### src/rtl/telemetria_tx.sv
// Telemetry return-path UART transmitter: snapshots plant state on request and
// sends a 7-byte 8N1 frame (header, humidity, time, plant type, checksum).
module telemetria_tx #(
  parameter int          CLK_HZ = 50_000_000,
  parameter int          BAUD   = 9600,
  parameter logic [7:0]  HEADER = 8'hA5
) (
  input  logic        clk,
  input  logic        rst,
  input  logic        send,
  input  logic [11:0] humedad,
  input  logic [15:0] hora,
  input  logic [3:0]  tipoPlanta,
  input  logic        regar,
  output logic        tx,
  output logic        busy,
  output logic        done
);

  localparam int DIV = CLK_HZ / BAUD;
  localparam int CW  = (DIV > 1) ? $clog2(DIV) : 1;

  typedef enum logic [2:0] {IDLE, START, DATA, STOP, DONE} state_t;

  typedef struct packed {
    logic        regar;
    logic [11:0] humedad;
    logic [15:0] hora;
    logic [3:0]  tipo;
  } snap_t;

  state_t        state, state_n;
  logic [CW-1:0] cnt, cnt_n;
  logic [2:0]    bit_idx, bit_n;
  logic [2:0]    byte_idx, byte_n;
  snap_t         snap, snap_n;
  logic          tx_n, busy_n, done_n;
  logic          bit_end;
  logic [7:0]    cur_byte;

  // Byte 6 is the modular sum of bytes 0..5, always taken from the snapshot.
  function automatic logic [7:0] frame_byte(input snap_t s, input logic [2:0] idx);
    logic [7:0] b1, b2, b3, b4, b5;
    b1 = {s.regar, 3'b000, s.humedad[11:8]};
    b2 = s.humedad[7:0];
    b3 = s.hora[15:8];
    b4 = s.hora[7:0];
    b5 = {4'h0, s.tipo};
    case (idx)
      3'd0:    return HEADER;
      3'd1:    return b1;
      3'd2:    return b2;
      3'd3:    return b3;
      3'd4:    return b4;
      3'd5:    return b5;
      3'd6:    return HEADER + b1 + b2 + b3 + b4 + b5;
      default: return 8'hFF;
    endcase
  endfunction

  always_ff @(posedge clk) begin
    if (rst) begin
      state    <= IDLE;
      cnt      <= '0;
      bit_idx  <= '0;
      byte_idx <= '0;
      snap     <= '0;
      tx       <= 1'b1;
      busy     <= 1'b0;
      done     <= 1'b0;
    end else begin
      state    <= state_n;
      cnt      <= cnt_n;
      bit_idx  <= bit_n;
      byte_idx <= byte_n;
      snap     <= snap_n;
      tx       <= tx_n;
      busy     <= busy_n;
      done     <= done_n;
    end
  end

  assign bit_end = (cnt == CW'(DIV - 1));

  // DONE also accepts a new request so back-to-back frames have a single idle cycle.
  always_comb begin
    state_n = state;
    cnt_n   = cnt;
    bit_n   = bit_idx;
    byte_n  = byte_idx;
    snap_n  = snap;
    case (state)
      IDLE, DONE: begin
        state_n = IDLE;
        if (send) begin
          state_n = START;
          cnt_n   = '0;
          bit_n   = '0;
          byte_n  = '0;
          snap_n  = '{regar: regar, humedad: humedad, hora: hora, tipo: tipoPlanta};
        end
      end
      START: begin
        cnt_n = cnt + 1'b1;
        if (bit_end) begin
          cnt_n   = '0;
          bit_n   = '0;
          state_n = DATA;
        end
      end
      DATA: begin
        cnt_n = cnt + 1'b1;
        if (bit_end) begin
          cnt_n = '0;
          if (bit_idx == 3'd7) state_n = STOP;
          else                 bit_n   = bit_idx + 1'b1;
        end
      end
      STOP: begin
        cnt_n = cnt + 1'b1;
        if (bit_end) begin
          cnt_n = '0;
          if (byte_idx == 3'd6) begin
            state_n = DONE;
          end else begin
            byte_n  = byte_idx + 1'b1;
            state_n = START;
          end
        end
      end
      default: state_n = IDLE;
    endcase
  end

  // Outputs are registered from the next state so tx never glitches.
  always_comb begin
    cur_byte = frame_byte(snap_n, byte_n);
    tx_n     = 1'b1;
    busy_n   = 1'b0;
    done_n   = 1'b0;
    case (state_n)
      START: begin
        tx_n   = 1'b0;
        busy_n = 1'b1;
      end
      DATA: begin
        tx_n   = cur_byte[bit_n];
        busy_n = 1'b1;
      end
      STOP:    busy_n = 1'b1;
      DONE:    done_n = 1'b1;
      default: ;
    endcase
  end

endmodule

### config.mk
export PLATFORM = sky130hd
export DESIGN_NAME = telemetria_tx
export DESIGN_NICKNAME = d
export VERILOG_FILES = /design/src/rtl/telemetria_tx.sv
export SDC_FILE = /design/constraint.sdc
export NUM_CORES = 1
export LEC_CHECK = 0
export ABC_CLOCK_PERIOD_IN_PS = 11800
export BUFFER_PORTS_ARGS = -buffer_cell sky130_fd_sc_hd__buf_2
export CORE_MARGIN = 5
export CORE_UTILIZATION = 35
export CTS_CLUSTER_SIZE = 28
export DETAILED_ROUTE_END_ITERATION = 10
export SLEW_MARGIN = 20
export SYNTH_ARGS = -nofsm -noshare
export SYNTH_HDL_FRONTEND = slang
export SYNTH_SLANG_ARGS = --single-unit
### constraint.sdc
create_clock -name clk -period 11.8 [get_ports clk]
set_input_delay 0.59 -clock clk [delete_from_list [all_inputs] [get_ports clk]]
set_output_delay 0.59 -clock clk [all_outputs]
set_load 0.01 [all_outputs]
==> metrics.md <==
| Metric | Value |
|---|---|
| Outcome | finished clean |
| Layout Cells excl Fill | 636 |
| Area contributors post-synth | dfxtp_1, fa_1, mux2i_1 |
| Post-synthesis cell type count | 60 |
| WL per Instance | 14.33 microns |
| Layout cell share with drive strength beyond 1 | 13.31% |
| Overall routed net length | 9113 microns |
| Post-DP Area | 4104 sq um |
| Post-synth top flop | dfxtp_1 |
| Die area | 13140 sq um |
| Hold-fix buffer count after cts | 0 |
| CTS sink cnt | 58 |
| Worst-margin pin slew | 0.9952 ns |
| Critical path capture point type | register |
| Gate count after technology mapping | 466 |
| Synth top area share | 30.30% |
| CTS resizes | 0 |
| Die Wd | 114.6 microns |
| Global-route wire length before repair | 15550 microns |
| Io pins | 39 |
| DR iter-0 viols | 189 |
| Final net count | 561 |
| GRT overflow | 0 |
| Worst-path fanout max | 22 |
| Mux cell area share after synthesis | 7.640% |
| IO Port Bufs | 38 |
| Post-DP HPWL | 6713 microns |
| Largest family of logic cells by synthesized area | simple AND/OR/NAND/NOR gates |
| Skew-Pair Late Insertion Delay | 0.36 ns |
| Simple-Gate Fraction of Synth Area | 26.25% |
| Min Tclk post-route | 5.335 ns |
| Final hold violations | 0 |
| Antenna violations before repair | 0 |
| Setup TNS | 0 ns |
| Fillcell total | 1107 |
| Maximum VDD drop | 0.05191 mV |
| Seq/Total Area, Yosys | 30.30% |
| Largest area contributor in the netlist | dfxtp_1 |
| Hold Path Stages | 1 |
| CTS H-Tree Depth | 3 |
| Worst min-delay path class | reg2reg |
| Static Leak | 1.952 nW |
| Largest net degree at the start of global routing | 54 |
| Routability Congestion | 0.8256 |
| Post-Syn Area per Cell | 8.224 sq um |
| Hold Crit Start | cnt[12] |
| Slew Viols, Final | 0 |
| Ys Warns | 0 |
| Total number of vias | 3217 |
| CP Data Required Time | 12.03 ns |
| Starting Density | 35.51% |
| Tcrit/Tclk final | 45.22% |
| CORE AREA | 10790 sq um |
| Sequential cell area | 1161 sq um |
| Final instance area | 4342 sq um |
| Final ANT Viol Nets | 0 |
| CTS tree | done |
| Cell depth of the worst flop-to-flop path | 18 |
| Startpoint types | register |
| Worst min-delay path endpoint | cnt[12] |
| R2R Setup Slk | 6.46 ns |
| Reg2Reg Launch Point | state[0] |
| Multi-input combinational cell area | 2465 sq um |
| Crit Path Class | reg2reg |
| Worst Skew | 0.01186 ns |
| Fraction of registers with async set/reset | 0% |
| Final setup violation count | 0 |
| Layout area overhead | 13.29% |
| Reg-to-Reg End | tx |
| CTS Buffer Depth | 2 |
| Worst-path clk slew | 0.07 ns |
| Fmax | 187.4 MHz |
| CP arrival | 5.57 ns |
| XOR/XNOR share of the synthesized area | 4.114% |
| Die height | 114.6 microns |
| GR Util All Layers | 14.86% |
| PwrDens | 139.6 nW/um^2 |
| Unrepaired setup endpoints after global routing | no |
| Inserted Clock Buffers | 9 |
| Max Cap Violations | 0 |
| Clk root buf | clkbuf_8 |
| EDFF count, synth | 0 |
| Ant diodes | 0 |
| Compound-Gate Fraction of Synth Area | 12.14% |
| Post-Synthesis Net Count | 536 |
| Count of state elements after synthesis | 58 |
| Syn Std Cell Area | 3832 sq um |
| Design Power | 606.0 uW |
| Pre-antenna DRT Iters | 4 |
| Rows | 38 |
| Adder-cell share of the synthesized area | 14.04% |
| Vias in the first global route | 3146 |
| DRC viols | 0 |
| Setup Fix Bufs, Post-CTS | 0 |
| Vias per inst | 5.058 |
| Post-Place Cells | 620 |
| Slew headroom | 33.65% |
-- logic make-up (layout without fill, tap and decap cells) --
family,count (synthesis),in the layout
xor gates and xnor gates,18,18
DFF,58,58
muxes,29,29
AOI/OAI and AO/OA,69,69
adders and majority gates,34,34
and+or+nand+nor,205,205
buffers and inverters,53,83
-- worst max path at each step --
stage	startpoint	endpoint	slack, ns	cells past startpoint
after global placement	send	tx	6.37	19
final	state[0]	tx	6.46	18
after global routing	state[0]	tx	5.97	19
after floorplan	send	tx	6.12	21
after CTS	state[0]	tx	6.45	18
after detailed placement	send	tx	6.28	19
-- stage by stage --
step / worst slack (ns) / hold WS, ns / util (%)
global placement: 6.368 / 0.4704 / 38.02
floorplan: 6.123 / 0.4474 / -
detailed placement: 6.281 / 0.4680 / 38.02
CTS: 6.449 / 0.4819 / 40.23
global route: 5.972 / 0.5018 / 40.23
finish: 6.465 / 0.4845 / 40.23
-- cell usage in the layout, fill, tap and decap left out, types with 7 or more instances in the layout --
master and n:
nand2_1 63, nand3_1 7, dfxtp_1 58, a21oi_1 16
clkbuf_8 12, o21ai_0 18, mux2i_1 27, nor2b_1 15
xor2_1 12, nor3_1 12, nor2_1 58, ha_1 19
and3_1 7, buf_2 38, fa_1 15, inv_1 28
-- area by class of cell --
class | instances | area share [%]
repair buffers | 39 | 4.553
inverters | 28 | 2.421
multi-input cells | 355 | 56.77
flip-flops and latches | 58 | 26.74
clock inverters | 4 | 1.671
well taps | 140 | 4.035
clock buffers | 12 | 3.804
-- registers in the layout, summed over array words and instances (netlist names) --
name,cells
snap,33
cnt,13
bit_idx,3
byte_idx,3
state,3
busy,1
done,1
tx,1
-- report_power, final --
group | internal (mW) | switching (mW)
Sequential | 0.204 | 0.00394
Clock | 0.136 | 0.0828
Combinational | 0.0786 | 0.100
Total | 0.419 | 0.187
-- critical path: stages, from the launching register on --
cell and delay (ns):
dfxtp_1 0.44, or3b_2 0.76, nand2_1 0.15, nand2_1 0.11
fa_1 0.55, inv_1 0.06, fa_1 0.50, fa_1 0.54
inv_1 0.07, ha_1 0.30, a21o_1 0.16, a21oi_1 0.21
o21bai_1 0.09, a21oi_1 0.20, xnor2_1 0.09, o211a_1 0.20
o41a_1 0.40, a221oi_1 0.27, o31ai_1 0.12
-- cell usage after synthesis (all sizes together) (7+ instances only) --
cell and instances:
a21oi 16, and3 7, buf 7, clkbuf 18, dfxtp 58, fa 15
ha 19, inv 28, mux2i 27, nand2 64, nand3 7, nor2 58
nor2b 15, nor3 12, nor3b 7, o21ai 19, xor2 12
-- per-layer routing --
layer / routed length, microns / track usage, %
met5: 0 / 0
met4: 208 / 6.809
met3: 448 / 3.488
met2: 3994 / 22.35
met1: 4461 / 20.10
Power figures use the tool's default switching activity.
